**src/rtl/fetch_pkg.sv**
```systemverilog
// Shared fetch-path constants and the program loader state encoding.
package fetch_pkg;

  localparam int DATA_W      = 36;
  localparam int ADDR_W      = 5;
  localparam int DEPTH       = 32;
  // Largest block a single load may write (one full pass of the memory).
  localparam int COUNT_LIMIT = DEPTH;

  typedef enum logic [1:0] {
    LD_IDLE   = 2'd0,
    LD_WRITE  = 2'd1,
    LD_VERIFY = 2'd2,
    LD_DONE   = 2'd3
  } loader_state_e;

endpackage

```
**src/rtl/program_loader_if.sv**
```systemverilog
// Instruction stream plus program memory port of the program loader.
// master: the loader; slave: stream source and program memory.
interface program_loader_if
  import fetch_pkg::*;
#(
  parameter int DATA_W = fetch_pkg::DATA_W,
  parameter int ADDR_W = fetch_pkg::ADDR_W
);

  logic [DATA_W-1:0] in_inst;
  logic              in_valid;
  logic              in_ready;
  logic              pm_wr;
  logic              pm_rd;
  logic [ADDR_W-1:0] pm_addr;
  logic [DATA_W-1:0] pm_wdata;
  logic [DATA_W-1:0] pm_rdata;

  modport master (
    input  in_inst, in_valid, pm_rdata,
    output in_ready, pm_wr, pm_rd, pm_addr, pm_wdata
  );

  modport slave (
    output in_inst, in_valid, pm_rdata,
    input  in_ready, pm_wr, pm_rd, pm_addr, pm_wdata
  );

endinterface

```
**src/rtl/pl_xor_accum.sv**
```systemverilog
// XOR checksum accumulator with synchronous clear (priority) and enable.
module pl_xor_accum
  import fetch_pkg::*;
#(
  parameter int DATA_W = fetch_pkg::DATA_W
) (
  input  logic              clk,
  input  logic              rst_n,
  input  logic              clr_i,
  input  logic              en_i,
  input  logic [DATA_W-1:0] data_i,
  output logic [DATA_W-1:0] acc_o
);

  logic [DATA_W-1:0] acc_q;
  logic [DATA_W-1:0] acc_d;

  // Clear wins over accumulate so a new block never inherits old words.
  always_comb begin
    acc_d = acc_q;
    if (clr_i) begin
      acc_d = '0;
    end else if (en_i) begin
      acc_d = acc_q ^ data_i;
    end
  end

  // Checksum register.
  always_ff @(posedge clk or negedge rst_n) begin
    if (!rst_n) begin
      acc_q <= '0;
    end else begin
      acc_q <= acc_d;
    end
  end

  assign acc_o = acc_q;

endmodule

```
**src/rtl/program_loader.sv**
```systemverilog
// Program loader: writes a block of instructions from a valid/ready stream
// into program memory at sequential, wrapping addresses from a base, and
// holds the fetch stage off while doing so.
// Optional feature macro PROGRAM_LOADER_VERIFY_EN: read the block back after
// writing and flag a checksum mismatch on error.
module program_loader
  import fetch_pkg::*;
#(
  parameter int DATA_W = fetch_pkg::DATA_W,
  parameter int ADDR_W = fetch_pkg::ADDR_W,
  parameter int DEPTH  = fetch_pkg::DEPTH
) (
  input  logic              clk,
  input  logic              rst_n,
  input  logic              start,
  input  logic [ADDR_W-1:0] base_addr,
  input  logic [ADDR_W:0]   count,
  program_loader_if.master  bus,
  output logic              fetch_hold,
  output logic              busy,
  output logic              done,
  output logic              error
);

  localparam logic [1:0] S_IDLE   = LD_IDLE;
  localparam logic [1:0] S_WRITE  = LD_WRITE;
  localparam logic [1:0] S_VERIFY = LD_VERIFY;
  localparam logic [1:0] S_DONE   = LD_DONE;

  localparam logic [ADDR_W:0] CNT_LIMIT = (ADDR_W+1)'(DEPTH);

  logic [1:0]        state_q,     state_d;
  logic [ADDR_W-1:0] addr_q,      addr_d;
  logic [ADDR_W:0]   remain_q,    remain_d;
  logic              pm_wr_q,     pm_wr_d;
  logic [ADDR_W-1:0] pm_addr_q,   pm_addr_d;
  logic [DATA_W-1:0] pm_wdata_q,  pm_wdata_d;
  logic              error_q,     error_d;

  logic              start_acc;
  logic              beat;

  // A start is only honoured in IDLE; a beat needs a word still owed.
  assign start_acc    = (state_q == S_IDLE) && start;
  assign bus.in_ready = (state_q == S_WRITE) && (remain_q != '0);
  assign beat         = bus.in_ready && bus.in_valid;

`ifdef PROGRAM_LOADER_VERIFY_EN
  logic [ADDR_W-1:0] base_q;
  logic [ADDR_W:0]   cnt_q;
  logic              pm_rd_q,  pm_rd_d;
  logic              rd_vld_q;
  logic [DATA_W-1:0] wr_sum;
  logic [DATA_W-1:0] rd_sum;

  pl_xor_accum #(.DATA_W(DATA_W)) u_wr_sum (
    .clk    (clk),
    .rst_n  (rst_n),
    .clr_i  (start_acc),
    .en_i   (beat),
    .data_i (bus.in_inst),
    .acc_o  (wr_sum)
  );

  pl_xor_accum #(.DATA_W(DATA_W)) u_rd_sum (
    .clk    (clk),
    .rst_n  (rst_n),
    .clr_i  (start_acc),
    .en_i   (rd_vld_q),
    .data_i (bus.pm_rdata),
    .acc_o  (rd_sum)
  );

  // Block geometry is kept for the readback pass; rd_vld tracks read latency.
  always_ff @(posedge clk or negedge rst_n) begin
    if (!rst_n) begin
      base_q   <= '0;
      cnt_q    <= '0;
      pm_rd_q  <= 1'b0;
      rd_vld_q <= 1'b0;
    end else begin
      if (start_acc) begin
        base_q <= base_addr;
        cnt_q  <= count;
      end
      pm_rd_q  <= pm_rd_d;
      rd_vld_q <= pm_rd_q;
    end
  end

  assign bus.pm_rd = pm_rd_q;
`else
  logic unused_rdata;
  assign unused_rdata = ^bus.pm_rdata;
  assign bus.pm_rd    = 1'b0;
`endif

  // Loader FSM: the last write and the last readback each get a drain cycle
  // with the request line low before moving on.
  always_comb begin
    state_d    = state_q;
    addr_d     = addr_q;
    remain_d   = remain_q;
    pm_wr_d    = 1'b0;
    pm_addr_d  = pm_addr_q;
    pm_wdata_d = pm_wdata_q;
    error_d    = error_q;
`ifdef PROGRAM_LOADER_VERIFY_EN
    pm_rd_d    = 1'b0;
`endif
    case (state_q)
      S_IDLE: begin
        if (start) begin
          addr_d   = base_addr;
          remain_d = count;
          error_d  = 1'b0;
          if (count == '0) begin
            state_d = S_DONE;
          end else if (count > CNT_LIMIT) begin
            state_d = S_DONE;
            error_d = 1'b1;
          end else begin
            state_d = S_WRITE;
          end
        end
      end
      S_WRITE: begin
        if (remain_q != '0) begin
          if (bus.in_valid) begin
            pm_wr_d    = 1'b1;
            pm_addr_d  = addr_q;
            pm_wdata_d = bus.in_inst;
            addr_d     = addr_q + 1'b1;
            remain_d   = remain_q - 1'b1;
          end
        end else begin
`ifdef PROGRAM_LOADER_VERIFY_EN
          state_d   = S_VERIFY;
          pm_rd_d   = 1'b1;
          pm_addr_d = base_q;
          addr_d    = base_q + 1'b1;
          remain_d  = cnt_q - 1'b1;
`else
          state_d   = S_DONE;
`endif
        end
      end
`ifdef PROGRAM_LOADER_VERIFY_EN
      S_VERIFY: begin
        if (remain_q != '0) begin
          pm_rd_d   = 1'b1;
          pm_addr_d = addr_q;
          addr_d    = addr_q + 1'b1;
          remain_d  = remain_q - 1'b1;
        end else if (!pm_rd_q) begin
          // Last readback word is on pm_rdata now; fold it into the compare.
          state_d = S_DONE;
          if (wr_sum != (rd_sum ^ bus.pm_rdata)) begin
            error_d = 1'b1;
          end
        end
      end
`endif
      S_DONE: begin
        state_d = S_IDLE;
      end
      default: begin
        state_d = S_IDLE;
      end
    endcase
  end

  // State and registered memory-port outputs.
  always_ff @(posedge clk or negedge rst_n) begin
    if (!rst_n) begin
      state_q    <= S_IDLE;
      addr_q     <= '0;
      remain_q   <= '0;
      pm_wr_q    <= 1'b0;
      pm_addr_q  <= '0;
      pm_wdata_q <= '0;
      error_q    <= 1'b0;
    end else begin
      state_q    <= state_d;
      addr_q     <= addr_d;
      remain_q   <= remain_d;
      pm_wr_q    <= pm_wr_d;
      pm_addr_q  <= pm_addr_d;
      pm_wdata_q <= pm_wdata_d;
      error_q    <= error_d;
    end
  end

  assign bus.pm_wr    = pm_wr_q;
  assign bus.pm_addr  = pm_addr_q;
  assign bus.pm_wdata = pm_wdata_q;
  assign busy         = (state_q != S_IDLE);
  assign fetch_hold   = busy;
  assign done         = (state_q == S_DONE);
  assign error        = error_q;

endmodule

```
**src/flat_wrapper.sv**
```systemverilog
// flat-port wrapper written by rule: the top's interface ports become plain ports
module program_loader_flat import fetch_pkg::*;
#(
  parameter int DATA_W = fetch_pkg::DATA_W,
  parameter int ADDR_W = fetch_pkg::ADDR_W,
  parameter int DEPTH  = fetch_pkg::DEPTH
)
  (clk, rst_n, start, base_addr, count, fetch_hold, busy, done, error, bus_in_inst, bus_in_valid, bus_pm_rdata, bus_in_ready, bus_pm_wr, bus_pm_rd, bus_pm_addr, bus_pm_wdata);
  program_loader_if #(.DATA_W(DATA_W), .ADDR_W(ADDR_W)) bus_i ();
  input  logic clk;
  input  logic rst_n;
  input  logic start;
  input  logic [ADDR_W-1:0] base_addr;
  input  logic [ADDR_W:0] count;
  output logic fetch_hold;
  output logic busy;
  output logic done;
  output logic error;
  input wire logic [$bits(bus_i.in_inst)-1:0] bus_in_inst;
  input wire logic [$bits(bus_i.in_valid)-1:0] bus_in_valid;
  input wire logic [$bits(bus_i.pm_rdata)-1:0] bus_pm_rdata;
  output wire logic [$bits(bus_i.in_ready)-1:0] bus_in_ready;
  output wire logic [$bits(bus_i.pm_wr)-1:0] bus_pm_wr;
  output wire logic [$bits(bus_i.pm_rd)-1:0] bus_pm_rd;
  output wire logic [$bits(bus_i.pm_addr)-1:0] bus_pm_addr;
  output wire logic [$bits(bus_i.pm_wdata)-1:0] bus_pm_wdata;
  assign bus_i.in_inst = bus_in_inst;
  assign bus_i.in_valid = bus_in_valid;
  assign bus_i.pm_rdata = bus_pm_rdata;
  assign bus_in_ready = bus_i.in_ready;
  assign bus_pm_wr = bus_i.pm_wr;
  assign bus_pm_rd = bus_i.pm_rd;
  assign bus_pm_addr = bus_i.pm_addr;
  assign bus_pm_wdata = bus_i.pm_wdata;
  program_loader #(.DATA_W(DATA_W), .ADDR_W(ADDR_W), .DEPTH(DEPTH)) u_core (.clk(clk), .rst_n(rst_n), .start(start), .base_addr(base_addr), .count(count), .bus(bus_i), .fetch_hold(fetch_hold), .busy(busy), .done(done), .error(error));
endmodule
```
**config.mk**
```make
export PLATFORM = sky130hd
export DESIGN_NAME = program_loader_flat
export DESIGN_NICKNAME = d
export VERILOG_FILES = /design/src/rtl/fetch_pkg.sv /design/src/rtl/program_loader_if.sv /design/src/rtl/pl_xor_accum.sv /design/src/rtl/program_loader.sv /design/src/flat_wrapper.sv
export SDC_FILE = /design/constraint.sdc
export NUM_CORES = 1
export LEC_CHECK = 0
export BUFFER_PORTS_ARGS = -buffer_cell sky130_fd_sc_hd__clkbuf_2
export CAP_MARGIN = 20
export CORE_ASPECT_RATIO = 0.7
export CORE_MARGIN = 2
export CORE_UTILIZATION = 48
export CTS_CLUSTER_DIAMETER = 120
export DETAILED_ROUTE_END_ITERATION = 8
export PLACE_DENSITY_LB_ADDON = 0.12
export SETUP_SLACK_MARGIN = 0.15
export SYNTH_ARGS = -nofsm -noshare
export SYNTH_HDL_FRONTEND = slang
export SYNTH_SLANG_ARGS = --single-unit
```
**constraint.sdc**
```tcl
create_clock -name clk -period 3.75 [get_ports clk]
set_clock_uncertainty 0.15 [all_clocks]
set_input_delay 0.75 -clock clk [delete_from_list [all_inputs] [get_ports clk]]
set_output_delay 0.75 -clock clk [all_outputs]
set_load 0.005 [all_outputs]
```
==> reports/results.tsv, run 1 <==
stage	metric	value	unit
outcome	status	completed	
critical_path	worst path cell trace	nand2b_1 > a21oi_1 > clkbuf_2	
cells_and_area	post-route insts no fill	359	
min_path	Worst Hold End	u_core.error	
min_path	Hold Crit Class	flop to flop	
logic_synthesis	Synth area leaders	dfrtp_1 56%, mux2_2 18%, mux2i_1 2.0%	
sta	post-route clock period utilization	68.9	%
logic_synthesis	#FFs+latches synth	56	
placement	PortBufs	97	
logic_synthesis	Mapped Area	2510	sq um
placement	DP HPWL	3690	microns
die	I/O pin count	135	
global_routing	largest net degree at the start of global routing	40	
logic_synthesis	EDFF count, synth	0	
power	register share of total power	46.7	%
cells_and_area	share of post-route cells with drive strength above 1	53.4	%
cells_and_area	Nets	379	
sta	RSZ-0062 raised after global routing	false	
logic_synthesis	Post-synth ARST share	100	%
placement	GP Congestion	0.789	
min_path	Hold Path Cell Cnt	2	
placement	dpl ws	1490	ps
cells_and_area	fill count	412	
global_routing	first-pass GRT wire length	8580	microns
critical_path	critical path class	flop to output port	
min_path	hold path start	u_core.error	
logic_synthesis	Post-Syn Nets	282	
clock_tree	Clock Path Buffers	2	
die	die height	64.5	microns
route	WL per Instance	13.6	microns
sta	FMAX	0.387	GHz
critical_path	CP Capture Type	output port	
logic_synthesis	post-synthesis cell count	192	
route	Pre-antenna DRT Iters	4	
power	switching pwr	627	uW
critical_path	worst reg2reg endpoint	u_core.addr_q[2]	
run	max-cap violation count	0	
logic_synthesis	syn_area_per_cell	13.1	sq um
sta	Hold WS	354	ps
cells_and_area	n_diodes	0	
cells_and_area	Layout area overhead	25.1	%
clock_tree	H-tree Lvls	2	
critical_path	worst path required time	2850	ps
power	switching part of the total	30.8	%
sta	final worst setup slack	1170	ps
route	Via density	5.08	
route	DR iter-0 viols	76	
power	Leak	1.53	nW
die	row cnt	21	
power	Max VDD drop	0.250	mV
logic_synthesis	count leader, synth	dfrtp_1	
global_routing	gr usage total	18.3	%
clock_tree	Setup Buffers After CTS	0	
route	vias post-DR	1823	
global_routing	vias in the first global route	1821	
clock_tree	CTS Buf Count	5	
sta	Max Slew Vio Count	0	
placement	dpl cells	351	
critical_path	Slowest cell on crit path	dfrtp_1	
critical_path	cells on worst reg2reg path	7	
power	PD cells	647	nW/um^2
die	Die W	90.5	microns
critical_path	Reg2Reg Setup Slack	1540	ps
die	initial core utilization	51.2	%
die	Core Area	4910	sq um
sta	final-report hold violation count	0	
logic_synthesis	Synth Flop Type	dfrtp_1	
clock_tree	Clk pin slew, worst setup/hold paths	90	ps
critical_path	Critical Path Start Type	flop	
sta	Final Setup Violations	0	
power	Clock power frac	20.4	%
clock_tree	Skew-Pair Late Insertion Delay	300	ps
clock_tree	clock sinks	56	
clock_tree	CTS tree	done	
logic_synthesis	Synthesis Warnings	0	
logic_synthesis	sequential area share after synthesis	55.7	%
logic_synthesis	count of cell types in the netlist	36	
route	DRC errors left	0	
global_routing	initial antenna violation count	0	
power	Int Pwr	1.41	mW
logic_synthesis	area leader, netlist	dfrtp_1	
critical_path	Crit path largest cell delay	810	ps
critical_path	crit path DAT	1680	ps
critical_path	RR Startpoint	u_core.remain_q[0]	
route	drt total wl	4900	microns
power	combinational power share	32.9	%
route	Detail Route Antenna Nets	0	
sta	Post-Route Setup TNS	0	ps
sta	minimum clock period	2580	ps
critical_path	worst path bufs/invs	1	
logic_synthesis	Commonest cells post-synth	56 x dfrtp_1, 41 x mux2_2, 10 x nand2_1, 10 x nor2_1, 7 x inv_1	
sta	Max transition margin	37.4	%
critical_path	WP depth	3	
global_routing	total gr overflow	0	
critical_path	Crit Path Max Fanout	18	
clock_tree	post-CTS sizing	0	
sta	Worst-Margin Slew	940	ps
logic_synthesis	area share of the largest cell type after synthesis	55.7	%
clock_tree	CTS Root Cell	clkbuf_8	
clock_tree	post-cts hold buffer count	0	
die	die area	5840	sq um
critical_path	critical path's top delay family	flip-flops	
-- power groups by stage --
| stage | logic, mW | clock network, mW | registers (mW) |
|---|---|---|---|
| after floorplan | 0.442 | 0 | 0.938 |
| after global placement | 0.665 | 0 | 0.948 |
| after detailed placement | 0.679 | 0 | 0.959 |
| after CTS | 0.680 | 0.427 | 0.949 |
| after global routing | 0.756 | 0.458 | 0.981 |
| final | 0.670 | 0.414 | 0.950 |
-- through the flow --
stage	util, %	cell area [sq um]	power (mW)
6_report	64.0	3140	2.03
3_3_place_gp	61.4	3020	1.61
4_1_cts	64.0	3140	2.06
5_1_grt	64.0	3140	2.20
2_1_floorplan	-	2510	1.38
3_5_place_dp	61.4	3020	1.64
-- sequential cells by signal, indices dropped and copies added, names as in the netlist --
| name | flops |
|---|---|
| u_core.bus.pm_wr | 1 |
| u_core.addr_q | 5 |
| u_core.state_q | 2 |
| u_core.error | 1 |
| u_core.remain_q | 6 |
| u_core.bus.pm_wdata | 36 |
| u_core.bus.pm_addr | 5 |
-- worst max path at each step --
stage	startpoint	end	slack, ps
final	u_core.state_q[0]	bus_in_ready	1170
after global routing	u_core.state_q[0]	bus_in_ready	1050
after CTS	u_core.state_q[0]	bus_in_ready	1150
after detailed placement	u_core.state_q[0]	bus_in_ready	1490
after global placement	u_core.state_q[0]	bus_in_ready	1530
after floorplan	u_core.remain_q[0]	bus_in_ready	1810
-- final cells by class --
type	instances	area (sq um)	share of cell area [%]
Sequential cell	56	1400	44.6
Inverter	7	26.3	0.836
Tap cell	69	86.3	2.75
Timing Repair Buffer	100	508	16.2
Clock buffer	7	96.3	3.06
Clock inverter	1	30.0	0.955
Multi-Input combinational cell	119	996	31.7
-- logic make-up after synthesis --
family,synth area share [%]
DFF,55.7
muxes,20.4
and+or+nand+nor,9.66
AOI/OAI and AO/OA,7.62
buffers and inverters,4.63
adders and majority gates,1.49
other,0.149
xor gates and xnor gates,0.348
-- routing by layer --
layer  wire, microns  vias to the layer above  GRT usage [%]
met5               0                        -              0
met4              34                        0           4.04
met3             349                        5           5.12
met2            2250                       62           30.4
met1            2270                      879           24.2
li1                -                      877              -
-- placed cells by master (no fill, tap or decap), drive strengths merged --
cell    count
clkbuf    104
dfrtp      56
mux2       41
nor2       11
nand2      10
inv         7
a21oi       7
o21ai       6
mux2i       5
a32o        4
o22ai       4
nand2b      3
and2        3
nand3       3
ha          3
buf         3
nor3        3
nand3b      3
nand4       2
nor2b       1
or4         1
nor3b       1
a211o       1
xnor2       1
o41ai       1
nor4b       1
a31o        1
o32ai       1
a211oi      1
conb        1
bufinv      1
-- tightest hold or removal path, cell delays in order, from the launching register on --
cell     delay, ps
dfrtp_1        360
nand2_1         50
o21ai_0         60
Note: power is estimated with default switching activity, not from simulation.
==> run 2: changes to the inputs <==
Settings changed: ABC_AREA from default to 1, CORE_UTILIZATION 48 to 41.
Clock period 3.75 ns to 2.1 ns, I/O delays scaled along.
==> run 2 against run 1 <==
Against the previous run:
- global-route usage shrank 0.63 points
- non-clock buffer count grew 8
- sequential power grew 100%
- critical path type unchanged
==> reports/results.tsv, run 2 <==
stage	metric	value	unit	change
clock_tree	Clock Path Buffers	2		unchanged
route	vias post-DR	2325		+28%
route	Via density	4.66		-8.2%
clock_tree	Skew-Pair Late Insertion Delay	300	ps	about the same
logic_synthesis	Synth area leaders	dfrtp_1 53%, nand2_1 19%, o21ai_0 8.7%		
min_path	Worst Hold End	u_core.bus.pm_wdata[13]		
logic_synthesis	area share of the largest cell type after synthesis	52.9	%	-2.8 points
global_routing	vias in the first global route	2203		+21%
sta	minimum clock period	1950	ps	
die	die area	7130	sq um	+22%
logic_synthesis	post-synthesis cell count	320		+67%
placement	DP HPWL	4110	microns	+11%
die	die height	71.2	microns	+10%
route	Detail Route Antenna Nets	0		unchanged
route	DRC errors left	0		unchanged
clock_tree	Clk pin slew, worst setup/hold paths	100	ps	about the same
sta	RSZ-0062 raised after global routing	true		
cells_and_area	commonest non-fill, non-tap cell in the layout	nand2_1		
critical_path	critical path class	flop to output port		
cells_and_area	share of post-route cells with drive strength above 1	33.0	%	-20 points
clock_tree	CTS Buf Count	5		unchanged
route	drt total wl	6320	microns	+29%
sta	FMAX	0.514	GHz	
logic_synthesis	count of cell types in the netlist	25		-31%
global_routing	initial antenna violation count	0		unchanged
run	max-cap violation count	0		unchanged
power	Max VDD drop	0.545	mV	+120%
critical_path	CP Capture Type	output port		
global_routing	total gr overflow	0		unchanged
global_routing	gr usage total	17.6	%	-0.63 points
cells_and_area	n_diodes	0		unchanged
sta	post-route clock period utilization	92.7	%	
critical_path	Critical Path Start Type	flop		
cells_and_area	fill count	597		+45%
cells_and_area	most frequent cells in the layout	135 x nand2_1, 97 x clkbuf_2, 56 x dfrtp_1		
sta	Final Setup Violations	0		unchanged
power	Leak	1.90	nW	+24%
sta	Hold WS	157	ps	-197 ps
placement	dpl ws	233	ps	-1260 ps
die	Die W	100	microns	+11%
placement	PortBufs	97		unchanged
critical_path	Crit. Startpoint	u_core.remain_q[1]		
logic_synthesis	syn_area_per_cell	8.27	sq um	-37%
critical_path	worst reg2reg endpoint	u_core.bus.pm_wdata[29]		
critical_path	cells on worst reg2reg path	10		+3
route	Pre-antenna DRT Iters	4		unchanged
global_routing	largest net degree at the start of global routing	43		+7.5%
route	DR iter-0 viols	78		+2.6%
logic_synthesis	Post-Syn Nets	410		+45%
logic_synthesis	Synth Flop Type	dfrtp_1		
critical_path	worst path required time	1530	ps	-1320 ps
clock_tree	CTS tree	done		
die	row cnt	24		+14%
logic_synthesis	#FFs+latches synth	56		unchanged
critical_path	Crit Path Max Fanout	2		-16
power	PD cells	1530	nW/um^2	+140%
outcome	status	completed		
min_path	Hold Path Cell Cnt	3		+1
logic_synthesis	EDFF count, synth	0		unchanged
placement	area of placed instances	3160	sq um	+4.6%
cells_and_area	Nets	510		+35%
cells_and_area	Design Area, Final	3400	sq um	+8.0%
die	initial core utilization	42.4	%	-8.8 points
logic_synthesis	Post-synth ARST share	100	%	unchanged
placement	GP Congestion	0.755		-4.3%
logic_synthesis	count leader, synth	nand2_1		
die	Core Area	6250	sq um	+27%
clock_tree	H-tree Lvls	2		unchanged
global_routing	first-pass GRT wire length	10200	microns	+19%
cells_and_area	number of flip-flops in the largest register	36		unchanged
critical_path	RR Startpoint	u_core.remain_q[1]		
critical_path	crit path DAT	1380	ps	-300 ps
min_path	Hold Crit Class	input pin to flop		
route	WL per Instance	12.7	microns	-7.2%
sta	Max Slew Vio Count	0		unchanged
sta	final worst setup slack	153	ps	-1010 ps
logic_synthesis	sequential area share after synthesis	52.9	%	-2.8 points
logic_synthesis	Commonest cells post-synth	136 x nand2_1, 56 x dfrtp_1, 46 x o21ai_0		
clock_tree	CTS Root Cell	clkbuf_8		
logic_synthesis	Mapped Area	2650	sq um	+5.3%
die	I/O pin count	135		unchanged
logic_synthesis	Synthesis Warnings	0		unchanged
cells_and_area	Layout area overhead	28.3	%	
logic_synthesis	area leader, netlist	dfrtp_1		
min_path	hold path start	bus_in_inst[13]		
critical_path	Reg2Reg Setup Slack	290	ps	-1250 ps
sta	final-report hold violation count	0		unchanged
clock_tree	clock sinks	56		unchanged
sta	Post-Route Setup TNS	0	ps	unchanged
-- run 2: changes by cell type in the layout (fill, tap and decap cells not counted), moves of 6 or more --
cell | before | now
nand2_2 | 0 | 7
nand2_1 | 10 | 135
o21ai_0 | 6 | 46
mux2_2 | 41 | 0
inv_2 | 0 | 6
nand3_1 | 3 | 10
-- run 2: layer usage --
layer  track usage [%]  part of all wire (%)
met1              24.4                    49
met2              28.9                    44
met3              4.29                   5.9
met4              3.20                  0.65
met5                 0                     0
-- run 2: cell type report --
cell class	count	area [sq um]	area share [%]
Multi-Input combinational cell	232	1100	32.5
Inverter	17	63.8	1.88
Timing Repair Buffer	108	591	17.4
Sequential cell	56	1400	41.3
Clock buffer	5	68.8	2.03
Clock inverter	3	68.8	2.03
Tap cell	78	97.6	2.87
-- run 2: critical path, cell delays in order (launching register included) --
cell      delay (ps)
dfrtp_1          400
inv_2             90
ha_4             130
nand2_2           50
nor2_4           110
nand2_2           70
nand2_4           90
inv_2             30
clkbuf_2         100
-- run 2: what timing repair did --
| action | 4_1_cts | 5_1_grt |
|---|---|---|
| pin swaps | 3 | 1 |
| setup endpoints to repair | 1 | 42 |
| gates cloned | 0 | 2 |
| endpoints found under the hold margin | 16 | 0 |
| gates resized for setup | 7 | 4 |
| hold buffers | 1 | 0 |
| setup buffers | 4 | 1 |
-- run 2: metrics by stage --
step                instances  power (mW)  utilization (%)
global route              499        5.71             54.4
CTS                       496        5.16             53.7
detailed placement        483        4.20             50.6
finish                    499        5.20             54.4
floorplan                 320        3.44                -
global placement          483        4.14             50.6
-- run 2: report_power, final --
part | internal (mW) | leakage, nW | total [mW] | switching (mW)
Clock | 0.480 | 0.0687 | 0.838 | 0.358
Sequential | 1.59 | 0.698 | 1.91 | 0.326
Combinational | 0.986 | 1.13 | 2.45 | 1.47
Total | 3.05 | 1.90 | 5.20 | 2.15
-- run 2: worst max-delay path by stage --
stage	endpoint	slack, ps	cells past startpoint
5_1_grt	bus_in_ready	70	8
3_3_place_gp	u_core.bus.pm_wdata[17]	260	9
6_report	bus_in_ready	150	8
4_1_cts	bus_in_ready	140	8
3_5_place_dp	u_core.bus.pm_wdata[17]	230	9
2_1_floorplan	bus_in_ready	290	8
-- run 2: kinds of logic after synthesis --
kind of cell,share of synthesized area (%)
AOI/OAI and AO/OA,11.2
buffers and inverters,7.04
adders and majority gates,1.42
and+or+nand+nor,27.0
other,0.142
DFF,52.9
xor gates and xnor gates,0.331
